===== src/rtl/scroll_pkg.sv =====
// Shared constants and state type for the scrolling 7-segment display controller.
package scroll_pkg;

    localparam logic [3:0]  BLANK_CODE = 4'hF;
    localparam int unsigned GAP_LEN    = 4;
    localparam logic [3:0]  AN_OFF     = 4'b1111;

    typedef enum logic {IDLE, RUN} state_t;

endpackage


===== src/rtl/scroll_sequencer_tick_gen.sv =====
// Free-running divider with synchronous clear; tick is high for one cycle every DIV cycles.
module tick_gen #(
    parameter int unsigned DIV = 2
) (
    input  logic clk,
    input  logic rst,
    input  logic clr,
    output logic tick
);

    localparam int unsigned CW = (DIV > 1) ? $clog2(DIV) : 1;
    localparam logic [CW-1:0] LAST = CW'(DIV - 1);

    logic [CW-1:0] cnt;

    always_ff @(posedge clk or posedge rst) begin
        if (rst) begin
            cnt <= '0;
        end else if (clr || cnt == LAST) begin
            cnt <= '0;
        end else begin
            cnt <= cnt + 1'b1;
        end
    end

    assign tick = !clr && (cnt == LAST);

endmodule


===== src/rtl/scroll_sequencer.sv =====
// Scrolls a 16-entry message across a 4-digit multiplexed display.
// Optional feature macro: SCROLL_GAP_EN (four blank digits between repetitions).
module scroll_sequencer
    import scroll_pkg::*;
#(
    parameter int unsigned MSG_DEPTH = 16,
    parameter int unsigned STEP_DIV  = 100_000_000,
    parameter int unsigned SCAN_DIV  = 250_000
) (
    input  logic       clk,
    input  logic       rst,
    input  logic       wr_en,
    input  logic [3:0] wr_addr,
    input  logic [3:0] wr_data,
    output logic       wr_ready,
    input  logic [4:0] len,
    input  logic       start,
    input  logic       stop,
    output logic       busy,
    output logic       wrap,
    output logic [3:0] an,
    output logic [3:0] code
);

    state_t     state;
    logic [4:0] period;
    logic [4:0] pos;
    logic [1:0] slot;
    logic [3:0] msg [MSG_DEPTH];
    logic [4:0] len_c;
    logic [5:0] raw;
    logic [3:0] cur_code;
    logic       run_clr;
    logic       step_tick;
    logic       scan_tick;
`ifdef SCROLL_GAP_EN
    logic [4:0] msg_len;
    logic [5:0] gap_idx;
`endif

    // raw never exceeds P+2, so three conditional subtractions give an exact modulo even for P=1
    function automatic logic [5:0] wrap_idx(input logic [5:0] v, input logic [4:0] p);
        logic [5:0] r;
        r = v;
        for (int unsigned i = 0; i < 3; i++) begin
            if (r >= {1'b0, p}) r = r - {1'b0, p};
        end
        return r;
    endfunction

    assign run_clr = (state == IDLE);
    assign len_c   = (len > 5'(MSG_DEPTH)) ? 5'(MSG_DEPTH) : len;

    tick_gen #(.DIV(STEP_DIV)) u_step (
        .clk  (clk),
        .rst  (rst),
        .clr  (run_clr),
        .tick (step_tick)
    );

    tick_gen #(.DIV(SCAN_DIV)) u_scan (
        .clk  (clk),
        .rst  (rst),
        .clr  (run_clr),
        .tick (scan_tick)
    );

    always_comb begin
        raw = {1'b0, pos} + {4'b0, 2'd3 - slot};
`ifdef SCROLL_GAP_EN
        gap_idx  = wrap_idx(raw, period);
        cur_code = (gap_idx >= {1'b0, msg_len}) ? BLANK_CODE : msg[4'(gap_idx)];
`else
        cur_code = msg[4'(wrap_idx(raw, period))];
`endif
    end

    always_ff @(posedge clk or posedge rst) begin
        if (rst) begin
            for (int unsigned i = 0; i < MSG_DEPTH; i++) msg[i] <= BLANK_CODE;
        end else if (wr_en && wr_ready) begin
            msg[wr_addr] <= wr_data;
        end
    end

    // Display outputs are registered from the state of the previous cycle
    always_ff @(posedge clk or posedge rst) begin
        if (rst) begin
            state    <= IDLE;
            period   <= '0;
            pos      <= '0;
            slot     <= '0;
            an       <= AN_OFF;
            code     <= BLANK_CODE;
            busy     <= 1'b0;
            wrap     <= 1'b0;
            wr_ready <= 1'b1;
`ifdef SCROLL_GAP_EN
            msg_len  <= '0;
`endif
        end else begin
            wrap <= 1'b0;
            case (state)
                IDLE: begin
                    an   <= AN_OFF;
                    code <= BLANK_CODE;
                    busy <= 1'b0;
                    pos  <= '0;
                    slot <= '0;
                    if (start && len != 5'd0) begin
                        state    <= RUN;
                        wr_ready <= 1'b0;
`ifdef SCROLL_GAP_EN
                        period   <= len_c + 5'(GAP_LEN);
                        msg_len  <= len_c;
`else
                        period   <= len_c;
`endif
                    end
                end
                RUN: begin
                    busy <= 1'b1;
                    an   <= ~(4'b0001 << slot);
                    code <= cur_code;
                    if (stop) begin
                        state    <= IDLE;
                        wr_ready <= 1'b1;
                        pos      <= '0;
                        slot     <= '0;
                    end else begin
                        if (scan_tick) slot <= slot + 2'd1;
                        if (step_tick) begin
                            if (pos == period - 5'd1) begin
                                pos  <= '0;
                                wrap <= 1'b1;
                            end else begin
                                pos <= pos + 5'd1;
                            end
                        end
                    end
                end
                default: state <= IDLE;
            endcase
        end
    end

endmodule


===== config.mk =====
export PLATFORM = sky130hd
export DESIGN_NAME = scroll_sequencer
export DESIGN_NICKNAME = d
export VERILOG_FILES = /design/src/rtl/scroll_pkg.sv /design/src/rtl/scroll_sequencer_tick_gen.sv /design/src/rtl/scroll_sequencer.sv
export SDC_FILE = /design/constraint.sdc
export NUM_CORES = 1
export LEC_CHECK = 0
export BUFFER_PORTS_ARGS = -buffer_cell sky130_fd_sc_hd__buf_2
export CAP_MARGIN = 20
export CELL_PAD_IN_SITES_DETAIL_PLACEMENT = 0
export CELL_PAD_IN_SITES_GLOBAL_PLACEMENT = 1
export CORE_MARGIN = 2
export CORE_UTILIZATION = 40
export CTS_CLUSTER_DIAMETER = 80
export DETAILED_ROUTE_END_ITERATION = 8
export PLACE_DENSITY = 0.77
export SLEW_MARGIN = 20
export SYNTH_ARGS = -nofsm -noshare
export SYNTH_HDL_FRONTEND = slang
export SYNTH_SLANG_ARGS = --single-unit

===== constraint.sdc =====
create_clock -name clk -period 20.8 [get_ports clk]
set_input_delay 2.08 -clock clk [delete_from_list [all_inputs] [get_ports clk]]
set_output_delay 2.08 -clock clk [all_outputs]
set_load 0.03 [all_outputs]

# Yosys cells after proc, flatten, opt, wreduce, memory -nomap -nowiden
# Index checks and enable logic that the tools add are counted.
[op_classes]
addsub = 10
n_mul = 0
n_div = 0
n_lt_le_gt_ge = 7
n_eq_ne = 7
n_shift = 1
mux = 32
bitwise = 4
n_reduce_logical = 10
[ops]
columns = ["cell", "count"]
rows = [
  ["bitwise mux 64 bit", 1],
  ["adder 27 x 1 -> 27 bit (second input constant)", 1],
  ["== test 27 bit (second input constant)", 1],
  ["two-way mux 27 bit", 1],
  ["two-way mux 5 bit", 4],
  ["adder 18 x 1 -> 18 bit (second input constant)", 1],
  ["== test 18 bit (second input constant)", 1],
  ["greater-or-equal comparator 6 x 5 -> 1 bit", 3],
  ["two-way mux 18 bit", 1],
  ["binary-select mux 4 bit (select 4 bit)", 1],
  ["demux 4 bit (select 4 bit)", 1],
  ["two-way mux 4 bit", 4],
  ["one-hot mux 4 bit (2 select lines)", 2],
  ["two-way mux 6 bit", 2],
  ["subtractor 6 x 5 -> 6 bit", 2],
  ["greater-or-equal comparator 5 bit (second input constant)", 2],
  ["inverter 4 -> 5 bit", 2],
  ["one-hot mux 5 bit (2 select lines)", 1],
  ["two-way mux 1 bit", 8],
  ["adder 5 x 2 -> 6 bit", 1],
  ["!= test 3 x 2 -> 1 bit (second input constant)", 2],
  ["one-hot mux 1 bit (2 select lines)", 3],
  ["adder 5 x 1 -> 5 bit (second input constant)", 1],
  ["== test 5 bit", 1],
  ["other kinds (16)", 24],
]
[totals]
register_bits = 133
latchBits = 0
mem_bits_rw = 0
romBits = 0
input_bits = 18
out_inout_bits = 11
wordCells = 98
n_memories = 0

# Logic depth before layout (Yosys ltp)
# Gate-level depths: netlist of run 1.
[depth]
depth_word = 13
mapped_depth = 32
mapped_depth_nobuf = 29

# Hierarchy
# From an unflattened synthesis of run 1, not the netlist that was laid out.
[hier_totals]
hier_cells = 744
hier_area_um2 = 7837.5
[by_module_without_submodules]
columns = ["module", "n_inst", "cells_per_inst", "area_per_inst_um2", "seq_area_each_um2"]
rows = [
  ["scroll_sequencer", 1, 506, 5502.8, 2293.4],
  ["tick_gen (u_step)", 1, 144, 1415.1, 675.6],
  ["tick_gen (u_scan)", 1, 94, 919.6, 450.4],
]

# Least setup slack after synthesis of run 1
# Ideal clock, no wire load.
[synth_timing]
path_kind = "flip-flop to flip-flop"
startpoint = "reg slot[0]"
endpoint = "reg code[2]"
setup_time_ps = 84
arrival_ps = 6514
t_required_ps = 20716
slack_ps = 14201
path_stages_with_launch = 32
n_path_buf = 4
synth_period_minus_slack_ps = 6599
cell_sequence = "dfrtp_1 inv_1 ha_1 inv_1 fa_1 xnor2_1 ha_1 nor2b_1 o21ai_0 nand2_1 a21oi_1 inv_1 fa_1 a31oi_1 o22ai_1 nand3_4 mux2i_2 inv_2 buf_4 buf_2 ha_1 buf_2 a21bo_2 a21oi_1 o21ai_0 a31oi_1 and2_1 buf_4 nor2_1 a32o_1 o41a_1 o2111ai_1"
[synth_between]
elab_chain_len = 13
elab_cells_between_ends = 16
cone_classes = "add/sub: 5; order compare: 3; mux: 7; bitwise: 1"
[synth_lines]
columns = ["item", "line", "text"]
rows = [
  ["start, declared", "scroll_sequencer.sv:28", "logic [1:0] slot;"],
  ["start signal, assigned", "scroll_sequencer.sv:131", "if (scan_tick) slot <= slot + 2'd1;"],
  ["subtractor 2 bit *", "scroll_sequencer.sv:69", "raw = {1'b0, pos} + {4'b0, 2'd3 - slot};"],
  ["adder 5 x 2 -> 6 bit *", "scroll_sequencer.sv:69", ""],
  ["subtractor 6 x 5 -> 6 bit / greater-or-equal comparator 6 x 5 -> 1 bit (equally long branches)", "scroll_sequencer.sv:46", "if (r >= {1'b0, p}) r = r - {1'b0, p};"],
  ["two-way mux 6 bit *", "scroll_sequencer.sv:46", ""],
  ["subtractor 6 x 5 -> 6 bit / greater-or-equal comparator 6 x 5 -> 1 bit (equally long branches)", "scroll_sequencer.sv:46", ""],
  ["two-way mux 6 bit *", "scroll_sequencer.sv:46", ""],
  ["greater-or-equal comparator 6 x 5 -> 1 bit / subtractor 4 bit (equally long branches)", "scroll_sequencer.sv:46", ""],
  ["two-way mux 4 bit *", "scroll_sequencer.sv:46", ""],
  ["inverter 4 -> 5 bit (implied by the code) *", "scroll_sequencer.sv:74", "cur_code = msg[4'(wrap_idx(raw, period))];"],
  ["binary-select mux 4 bit (select 4 bit) *", "scroll_sequencer.sv:74", ""],
  ["two-way mux 4 bit (implied by the code) * (2 in series)", "scroll_sequencer.sv:74", ""],
  ["one-hot mux 4 bit (2 select lines) *", "scroll_sequencer.sv:103", "case (state)"],
  ["end signal, assigned", "scroll_sequencer.sv:124", "code <= cur_code;"],
  ["end, declared", "scroll_sequencer.sv:22", "output logic [3:0] code"],
]
# Every way passes the cells marked *; elsewhere a longest branch is shown, timed or not. The select of a mux whose other input is x is not followed.
# A chain may end at the register's enable or synchronous reset.

# Worst setup path in the final report of run 1
[layout_timing]
startpoint = "reg slot[0]"
endpoint = "reg code[1]"
# Same word-level chain as after synthesis.

==> results by group, run 1 <==
Synth
  • Synth Flop Type: dfstp_2
  • Synth warn: 0
  • Largest area contributor in the netlist: dfstp_2
  • Synth top cells by count: nor2_1, nand2_1, dfstp_2
  • Post-synth EDFFs: 0
  • Synth top area share: 24.3%
  • Synth Cell Area: 0.00788 mm2
  • Post-Synthesis Cells: 760
  • Cells taking the most area after synthesis: dfstp_2, dfrtp_1, mux2_2
  • Most numerous cell in the Yosys netlist: nor2_1
  • Syn nets: 808
  • Seq/Total Area, Yosys: 43.4%
  • Post-synthesis cell type count: 70
  • FFs w/ async S/R, synth: 100%
  • Mean post-synth cell area: 10.4 um2
  • Flops & latches, synth: 133

STA
  • Worst-margin pin slew: 1020 ps
  • Final Slew Violations: 0
  • Worst Clk Skew: 8.60 ps
  • RSZ-0062 raised after global routing: false
  • Tcrit/Tclk final: 41.5%
  • Relative slew slack: 31.8%
  • Final Hold Vio Count: 0
  • Setup TNS: 0 ps
  • Max Freq: 116 MHz
  • Final min period: 8630 ps
  • Setup violators final: 0

Power and ir drop
  • Power Density: 127 mW/mm2
  • Maximum vdd ir drop: 0.0631 mV
  • Power consumption: 1.12 mW
  • Lkg Pwr: 3.59 nW

Placed design
  • Final HPWL DP: 13200 um
  • PortBufs: 28
  • RePlAce Congestion: 0.939

Hold path
  • Hold path cells: 1
  • Hold WC Path Type: reg -> reg

Die
  • Core Region: 0.0194 mm2
  • Die footprint: 0.0208 mm2
  • Die H: 144 um
  • Initial Utilization: 40.6%
  • Cell Rows: 51
  • Die Wd: 144 um
  • Top Ports: 29

Finish
  • # diodes: 0
  • Nets: 832
  • Layout cells sized above 1: 29.5%
  • Area grow syn2layout: 12.2%

Clock tree
  • CTS Hold Bufs: 0
  • Post-CTS setup buffers: 0
  • CTS Buf Count: 17
  • H-tree Lvls: 4
  • CTS clock-pin slew for the worst setup and hold paths: 60 ps
  • TritonCTS clock tree: done
  • Worst skew pair latency: 430 ps
  • Bufs on Longest Clock Path: 2
  • Post_cts resized: 0
  • Clock root buffer master: clkbuf_16
  • Clk sinks: 133

Worst setup path
  • Worst EP required: 21130 ps
  • WS Path Type: reg -> reg
  • Slowest cell on crit path: ha_1
  • Arrival time at the worst endpoint: 8970 ps
  • Crit end category: register
  • CP max FO: 22
  • Crit-path max cell delay: 810 ps
  • Register-to-Register Path Depth: 27
  • Worst setup SP type: register

Route
  • DR WL/cell: 17.3 um
  • Drt first-iter violations: 421
  • Via count: 5776
  • Post-route DRC: 0
  • Met1 wire length: 8840 um
  • Drt total wl: 18400 um
  • Metal3 WL: 842 um
  • Routed Antenna Nets: 0
  • Via-to-Cell Ratio: 5.44
  • Highest metal used: met4
  • Met2 wire length: 8310 um
  • Pre-Repair DR Iteration Count: 5

Run
  • Max-cap violation count: 0

Global routing
  • First-pass GRT wire length: 30100 um
  • Initial antenna violation count: 0
  • Total track usage: 18.8%
  • GRT overflow: 0
  • Pin count of the biggest net entering global routing: 64
  • Number of global-route vias before repair: 5747

Outcome
  • Outcome: completed
sequential cells by signal (all words and copies together) (netlist names):
signal,count
wr_ready,1
u_step.cnt,27
msg,64
wrap,1
an,4
state,1
slot,2
code,4
period,5
busy,1
pos,5
u_scan.cnt,18
where the power goes:
group / total (mW) / switching (mW) / internal, mW
logic: 0.453 / 0.266 / 0.187
registers: 0.374 / 0.0403 / 0.333
clock network: 0.296 / 0.119 / 0.177
area by class of cell:
cell class / instances / area (um2)
fill: 1863 / 10600
clock buffer: 17 / 425
sequential: 133 / 3420
inverter: 28 / 108
multi-input combinational: 572 / 4240
clock inverter: 15 / 154
tap: 265 / 332
timing repair buffer: 32 / 170
path summary, 6_finish.rpt:
check | startpoint | end | slack, ps
max reg2reg | slot[0]$_DFFE_PP0P_ | code[1]$_DFF_PP1_ | 12170
min reg2reg | u_step.cnt[0]$_DFF_PP0_ | u_step.cnt[0]$_DFF_PP0_ | 460
max | slot[0]$_DFFE_PP0P_ | code[1]$_DFF_PP1_ | 12170
min in group asynchronous | rst | u_scan.cnt[16]$_DFF_PP0_ | 1630
max in group asynchronous | rst | msg[59]$_DFFE_PP1P_ | 17540
min | u_step.cnt[0]$_DFF_PP0_ | u_step.cnt[0]$_DFF_PP0_ | 460
worst max-delay path: cells and delay by family (launching register included):
kind	cells	cell delay, ps
compound gates	9	2310
fa+ha+maj	5	2200
simple gates	7	1780
buf+inv	4	780
mux	1	720
flops	1	420
xor+xnor	1	320
through the flow:
stage,worst slack [ps],cell area [um2],hold WS (ps),instances,utilization [%]
finish,12170,8840,457,1062,45.6
global route,11530,8840,505,1062,45.6
CTS,12290,8840,457,1062,45.6
detailed placement,12330,8260,449,1030,42.6
global placement,12600,8260,439,1030,42.6
floorplan,14200,7880,424,760,-
cells in the final DEF, fill, tap and decap left out, types with 18 or more instances in the layout:
cell type / count
nor2_1: 80
nand2_1: 74
dfstp_2: 73
mux2_2: 70
dfrtp_1: 60
xor2_1: 34
nand3_1: 30
o21ai_0: 28
buf_2: 28
inv_1: 26
a21oi_1: 26
ha_1: 26
xnor2_1: 19
mux2i_1: 18
cells by family after synthesis:
logic type,after synthesis,share of synthesized area [%]
XOR/XNOR,53,5.89
adder cells (fa/ha/maj),30,5.14
AO/OA/AOI/OAI,115,10.3
buffers and inverters,55,2.87
flip-flops,133,43.4
AND/OR/NAND/NOR,274,16.9
multiplexers,100,15.5
per-layer routing:
metal	vias up	GRT usage [%]
li1	2763	-
met1	2812	26.2
met2	167	28.8
met3	34	3.41
met4	0	7.92
met5	-	0
No activity file was read; power rests on OpenSTA's default activity.
==> inputs of run 2 (changes only) <==
Settings changed: PLACE_DENSITY 0.77 to 0.79.
Clock period 20.8 ns to 7.1 ns, I/O delays scaled along.
==> run 2 against run 1 <==
Clock power increased to 3.1 times the previous value; routed wire length increased by 0.29%; flip-flop and latch count unchanged; count of clock-buffer cells in the layout unchanged; global-route usage decreased by 0.066 points; register-to-register slack got worse by 12000 ps; combinational power increased to 3.3 times the previous value; clock skew decreased by 1.5 ps; fmax increased by 30%; via count increased by 1.9%; total power increased to 3.1 times the previous value; largest cell class unchanged; critical path depth increased by 1.
==> results by group, run 2 (same netlist as run 1, synthesis figures left out) <==
Die
  • Die Wd: 144 um
  • Die footprint: 0.0208 mm2
  • Top Ports: 29
  • Initial Utilization: 40.6%
  • Cell Rows: 51
  • Core Region: 0.0194 mm2
  • Die H: 144 um

Finish
  • Final Cell Area: 0.00905 mm2
  • Nets: 846
  • Biggest register: msg
  • Layout cells sized above 1: 31.6%
  • Post-route core utilization: 46.6%
  • Area grow syn2layout: 14.8%
  • Layout fillers: 1870
  • Max reg flops: 64
  • Commonest non-fill, non-tap cell in the layout: nor2_1
  • Top flop regs: msg x64, u_step.cnt x27, u_scan.cnt x18
  • Most frequent cells in the layout: nor2_1, nand2_1, dfstp_2, mux2_2, dfrtp_1
  • # diodes: 0

STA
  • Worst Clk Skew: 7.12 ps
  • WHS: 399 ps
  • Setup violators final: 0
  • Worst-margin pin slew: 1060 ps
  • Final Slew Violations: 0
  • Tcrit/Tclk final: 93.4%
  • Final Hold Vio Count: 0
  • Relative slew slack: 28.8%
  • Final min period: 6630 ps
  • Max Freq: 151 MHz

Global routing
  • First-pass GRT wire length: 30500 um
  • Total track usage: 18.7%
  • Initial antenna violation count: 0
  • Pin count of the biggest net entering global routing: 82
  • Number of global-route vias before repair: 5774
  • GRT overflow: 0

Hold path
  • Hold WC Path Type: in -> async

Route
  • Post-route DRC: 0
  • Via-to-Cell Ratio: 5.47
  • DR WL/cell: 17.2 um
  • Pre-Repair DR Iteration Count: 5
  • Routed Antenna Nets: 0
  • Drt total wl: 18500 um
  • Drt first-iter violations: 544
  • Via count: 5885

Worst setup path
  • Slowest cell on crit path: fa_1
  • FF-to-FF Start: slot[0]$_DFFE_PP0P_
  • Crit end category: register
  • Worst EP required: 7400 ps
  • CP max FO: 7
  • Arrival time at the worst endpoint: 6940 ps
  • Most frequent CP cell: ha_1
  • Worst setup SP type: register
  • WS Path Type: reg -> reg
  • Crit-path max cell delay: 430 ps
  • Origin of the worst setup path: slot[0]$_DFFE_PP0P_

Power and ir drop
  • Fraction of power spent switching nets: 37.6%
  • Power Density: 387 mW/mm2
  • Sequential share of power: 31.0%
  • Combinational power share: 43.0%
  • Internal power: 2.18 mW
  • Lkg Pwr: 3.68 nW
  • Clk pwr share: 26.0%
  • P_sw: 1.31 mW
  • Maximum vdd ir drop: 0.260 mV

Clock tree
  • H-tree Lvls: 4
  • Worst skew pair latency: 420 ps
  • CTS Buf Count: 17
  • CTS clock-pin slew for the worst setup and hold paths: 60 ps
  • CTS Hold Bufs: 0
  • TritonCTS clock tree: done
  • Bufs on Longest Clock Path: 2
  • Clk sinks: 133
  • Clock root buffer master: clkbuf_16

Placed design
  • Placed Area: 0.00831 mm2
  • RePlAce Congestion: 0.883
  • Final HPWL DP: 12900 um
  • PortBufs: 28

Run
  • Max-cap violation count: 0

Outcome
  • Outcome: completed
## run 2: cell count changes in the layout (fill, tap and decap cells not counted), moves of 2 or more
cell / delta
o21ai_0: -3
buf_4: +14
clkinv_4: +3
o21ai_1: +2
a32oi_4: +2
a31oi_1: -2
a31oi_2: +2
clkinvlp_4: -3
a32oi_2: -2
## run 2: final cells by class
class | count | area (um2) | area share [%]
multi-input combinational | 572 | 4310 | 47.6
sequential | 133 | 3420 | 37.8
clock buffer | 17 | 425 | 4.70
tap | 265 | 332 | 3.67
timing repair buffer | 46 | 275 | 3.04
clock inverter | 15 | 178 | 1.96
inverter | 28 | 108 | 1.19
## run 2: critical path: cells and delay by family, from the launching register on
family,cells,cell delay [ps]
multiplexers,1,280
XOR/XNOR,1,190
AO/OA/AOI/OAI,12,2450
adder cells (fa/ha/maj),7,2250
AND/OR/NAND/NOR,4,640
buffers and inverters,3,260
flip-flops,1,420
## run 2: per-layer routing
metal / routed length, um / part of all wire (%) / GRT usage (%)
met5: 0 / 0 / 0
met4: 178 / 0.96 / 3.58
met3: 792 / 4.3 / 3.68
met2: 8460 / 46 / 29.7
met1: 9040 / 49 / 27.0
## run 2: through the flow
step | TNS, ps | total power, mW | setup slack, ps | cells
6_report | 0 | 3.50 | 466 | 1076
3_3_place_gp | 0 | 2.42 | 216 | 1036
2_1_floorplan | 0 | 2.10 | 501 | 760
5_1_grt | -36.9 | 3.70 | -17.6 | 1076
3_5_place_dp | -30.0 | 2.43 | -30.0 | 1036
4_1_cts | 0 | 3.37 | 54.1 | 1068
## run 2: power groups by stage
stage	clock, mW	combinational, mW	sequential, mW
floorplan	0	1.02	1.07
global placement	0	1.33	1.09
detailed placement	0	1.34	1.09
CTS	0.923	1.36	1.08
global route	0.960	1.64	1.10
finish	0.909	1.50	1.09
## run 2: final timing paths
| path | cells after the start | slack [ps] | to |
|---|---|---|---|
| worst min-delay path | 2 | 400 | busy$_DFF_PP0_ |
| worst max register to register | 28 | 470 | code[3]$_DFF_PP1_ |
| worst min register to register | 1 | 470 | u_step.cnt[0]$_DFF_PP0_ |
| min in group clk | 1 | 470 | u_step.cnt[0]$_DFF_PP0_ |
| worst max-delay path | 28 | 470 | code[3]$_DFF_PP1_ |
| max in group asynchronous | 3 | 5300 | u_step.cnt[5]$_DFF_PP0_ |
## run 2: what timing repair did
item	in CTS	in global routing
resized for setup	1	15
gates cloned	0	0
pin swaps	0	4
buffers inserted	0	8
endpoints found under the setup margin	3	4
==> inputs of run 3 (changes only) <==
Settings changed: PLACE_DENSITY 0.79 to 0.77.
Clock period 7.1 ns to 7.45 ns, I/O delays scaled along.
==> run 3 against run 2 <==
Combinational power fell by 13%; count of clock-buffer cells in the layout rose by 2; flip-flop and latch count did not move; routed wire length rose by 1.6%; clock skew rose by 4.7 ps; die area did not move; core utilization fell by 0.33 points; register-to-register slack improved by 30 ps; largest cell class unchanged; largest power group unchanged.
==> results by group, run 3 (same netlist as run 1, synthesis figures left out) <==
Outcome
  • Outcome: completed

Clock tree
  • Post-CTS setup buffers: 0
  • TritonCTS clock tree: done
  • Bufs on Longest Clock Path: 2
  • CTS Buf Count: 17
  • Worst skew pair latency: 430 ps
  • CTS Hold Bufs: 0
  • Clk sinks: 133
  • CTS clock-pin slew for the worst setup and hold paths: 60 ps
  • Post_cts resized: 0
  • H-tree Lvls: 4
  • Clock root buffer master: clkbuf_16

Hold path
  • Hold WC Path Type: in -> async

Route
  • Pre-Repair DR Iteration Count: 5
  • DR WL/cell: 17.6 um
  • Drt first-iter violations: 450
  • Via count: 5886
  • Routed Antenna Nets: 0
  • Via-to-Cell Ratio: 5.53
  • Drt total wl: 18800 um
  • Post-route DRC: 0

Global routing
  • Number of global-route vias before repair: 5769
  • Initial antenna violation count: 0
  • First-pass GRT wire length: 30300 um
  • Pin count of the biggest net entering global routing: 79
  • Total track usage: 18.9%
  • GRT overflow: 0

Die
  • Core Region: 0.0194 mm2
  • Top Ports: 29
  • Initial Utilization: 40.6%
  • Cell Rows: 51
  • Die Wd: 144 um
  • Die footprint: 0.0208 mm2
  • Die H: 144 um

Finish
  • Most frequent cells in the layout: nor2_1, nand2_1, dfstp_2, mux2_2, dfrtp_1
  • Post-route core utilization: 46.3%
  • Layout cells sized above 1: 30.8%
  • Max reg flops: 64
  • Commonest non-fill, non-tap cell in the layout: nor2_1
  • Top flop regs: msg x64, u_step.cnt x27, u_scan.cnt x18
  • # diodes: 0
  • Biggest register: msg
  • Layout fillers: 1843
  • Area grow syn2layout: 14.0%
  • Final Cell Area: 0.00898 mm2
  • Nets: 835

Power and ir drop
  • Maximum vdd ir drop: 0.204 mV
  • P_sw: 1.21 mW
  • Combinational power share: 40.6%
  • Lkg Pwr: 3.65 nW
  • Sequential share of power: 32.0%
  • Fraction of power spent switching nets: 37.5%
  • Clk pwr share: 27.4%
  • Power Density: 360 mW/mm2
  • Internal power: 2.02 mW

Worst setup path
  • Crit end category: register
  • Slowest cell on crit path: fa_1
  • CP max FO: 15
  • R2R Setup Slk: 490 ps
  • Register-to-Register Path Depth: 29
  • Worst EP required: 7810 ps
  • Worst setup SP type: register
  • Arrival time at the worst endpoint: 7320 ps
  • Most frequent CP cell: ha_1
  • FF-to-FF Start: slot[0]$_DFFE_PP0P_
  • Crit-path max cell delay: 440 ps
  • WS Path Type: reg -> reg
  • Worst reg2reg endpoint: code[0]$_DFF_PP1_

Placed design
  • Place WS: 319 ps
  • PortBufs: 28
  • Final HPWL DP: 13000 um
  • RePlAce Congestion: 0.924
  • Placed Area: 0.00828 mm2

STA
  • Worst Clk Skew: 11.8 ps
  • Setup TNS: 0 ps
  • Worst-margin pin slew: 1050 ps
  • Max Freq: 144 MHz
  • Tcrit/Tclk final: 93.4%
  • WHS: 317 ps
  • Setup violators final: 0
  • Final min period: 6960 ps
  • RSZ-0062 raised after global routing: false
  • Final Slew Violations: 0
  • Final Hold Vio Count: 0
  • Relative slew slack: 29.6%
  • Final setup margin: 491 ps

Run
  • Max-cap violation count: 0
[run 3: changes by cell type in the layout (fill, tap and decap cells not counted), moves of 2 or more]
cell / change
inv_6: +2
clkinv_2: -2
a32oi_4: -2
buf_4: -12
a32oi_2: +2
clkbuf_8: +2
[run 3: layer usage]
metal / wire length (um) / vias to the layer above / track usage, %
li1: - / 2784 / -
met1: 8960 / 2906 / 26.6
met2: 8480 / 166 / 28.7
met3: 889 / 30 / 4.04
met4: 437 / 0 / 7.36
met5: 0 / - / 0
[run 3: how the worst max path moves through the flow]
stage                        start                end  slack [ps]
3_3_place_gp   slot[0]$_DFFE_PP0P_  code[2]$_DFF_PP1_         580
4_1_cts        slot[0]$_DFFE_PP0P_  code[2]$_DFF_PP1_         310
3_5_place_dp   slot[0]$_DFFE_PP0P_  code[2]$_DFF_PP1_         320
2_1_floorplan  slot[0]$_DFFE_PP0P_  code[2]$_DFF_PP1_         850
6_report       slot[0]$_DFFE_PP0P_  code[0]$_DFF_PP1_         490
5_1_grt        slot[0]$_DFFE_PP0P_  code[2]$_DFF_PP1_          20
[run 3: through the flow]
stage | total power, mW | instances
3_5_place_dp | 2.30 | 1032
4_1_cts | 3.21 | 1064
5_1_grt | 3.43 | 1065
2_1_floorplan | 2.00 | 760
6_report | 3.24 | 1065
3_3_place_gp | 2.29 | 1032
[run 3: layout make-up]
type                    instances  area [um2]  share of cell area [%]
multi-input cells             572        4290                    47.8
clock inverters                13         169                    1.88
flip-flops and latches        133        3420                    38.1
repair buffers                 35         213                    2.37
well taps                     265         332                    3.69
clock buffers                  19         453                    5.04
inverters                      28         108                    1.20
[run 3: critical path: cells and delay by family, from the launching register on]
| kind | cells | cell delay (ps) |
|---|---|---|
| flip-flops | 1 | 410 |
| AO/OA/AOI/OAI | 10 | 2080 |
| XOR/XNOR | 1 | 110 |
| AND/OR/NAND/NOR | 7 | 1520 |
| adder cells (fa/ha/maj) | 7 | 2250 |
| multiplexers | 1 | 290 |
| buffers and inverters | 3 | 240 |
[run 3: power groups by stage]
stage,clock network (mW),logic (mW),registers (mW)
3_5_place_dp,0,1.25,1.04
2_1_floorplan,0,0.974,1.02
4_1_cts,0.909,1.26,1.04
6_report,0.887,1.31,1.04
5_1_grt,0.944,1.43,1.05
3_3_place_gp,0,1.25,1.04
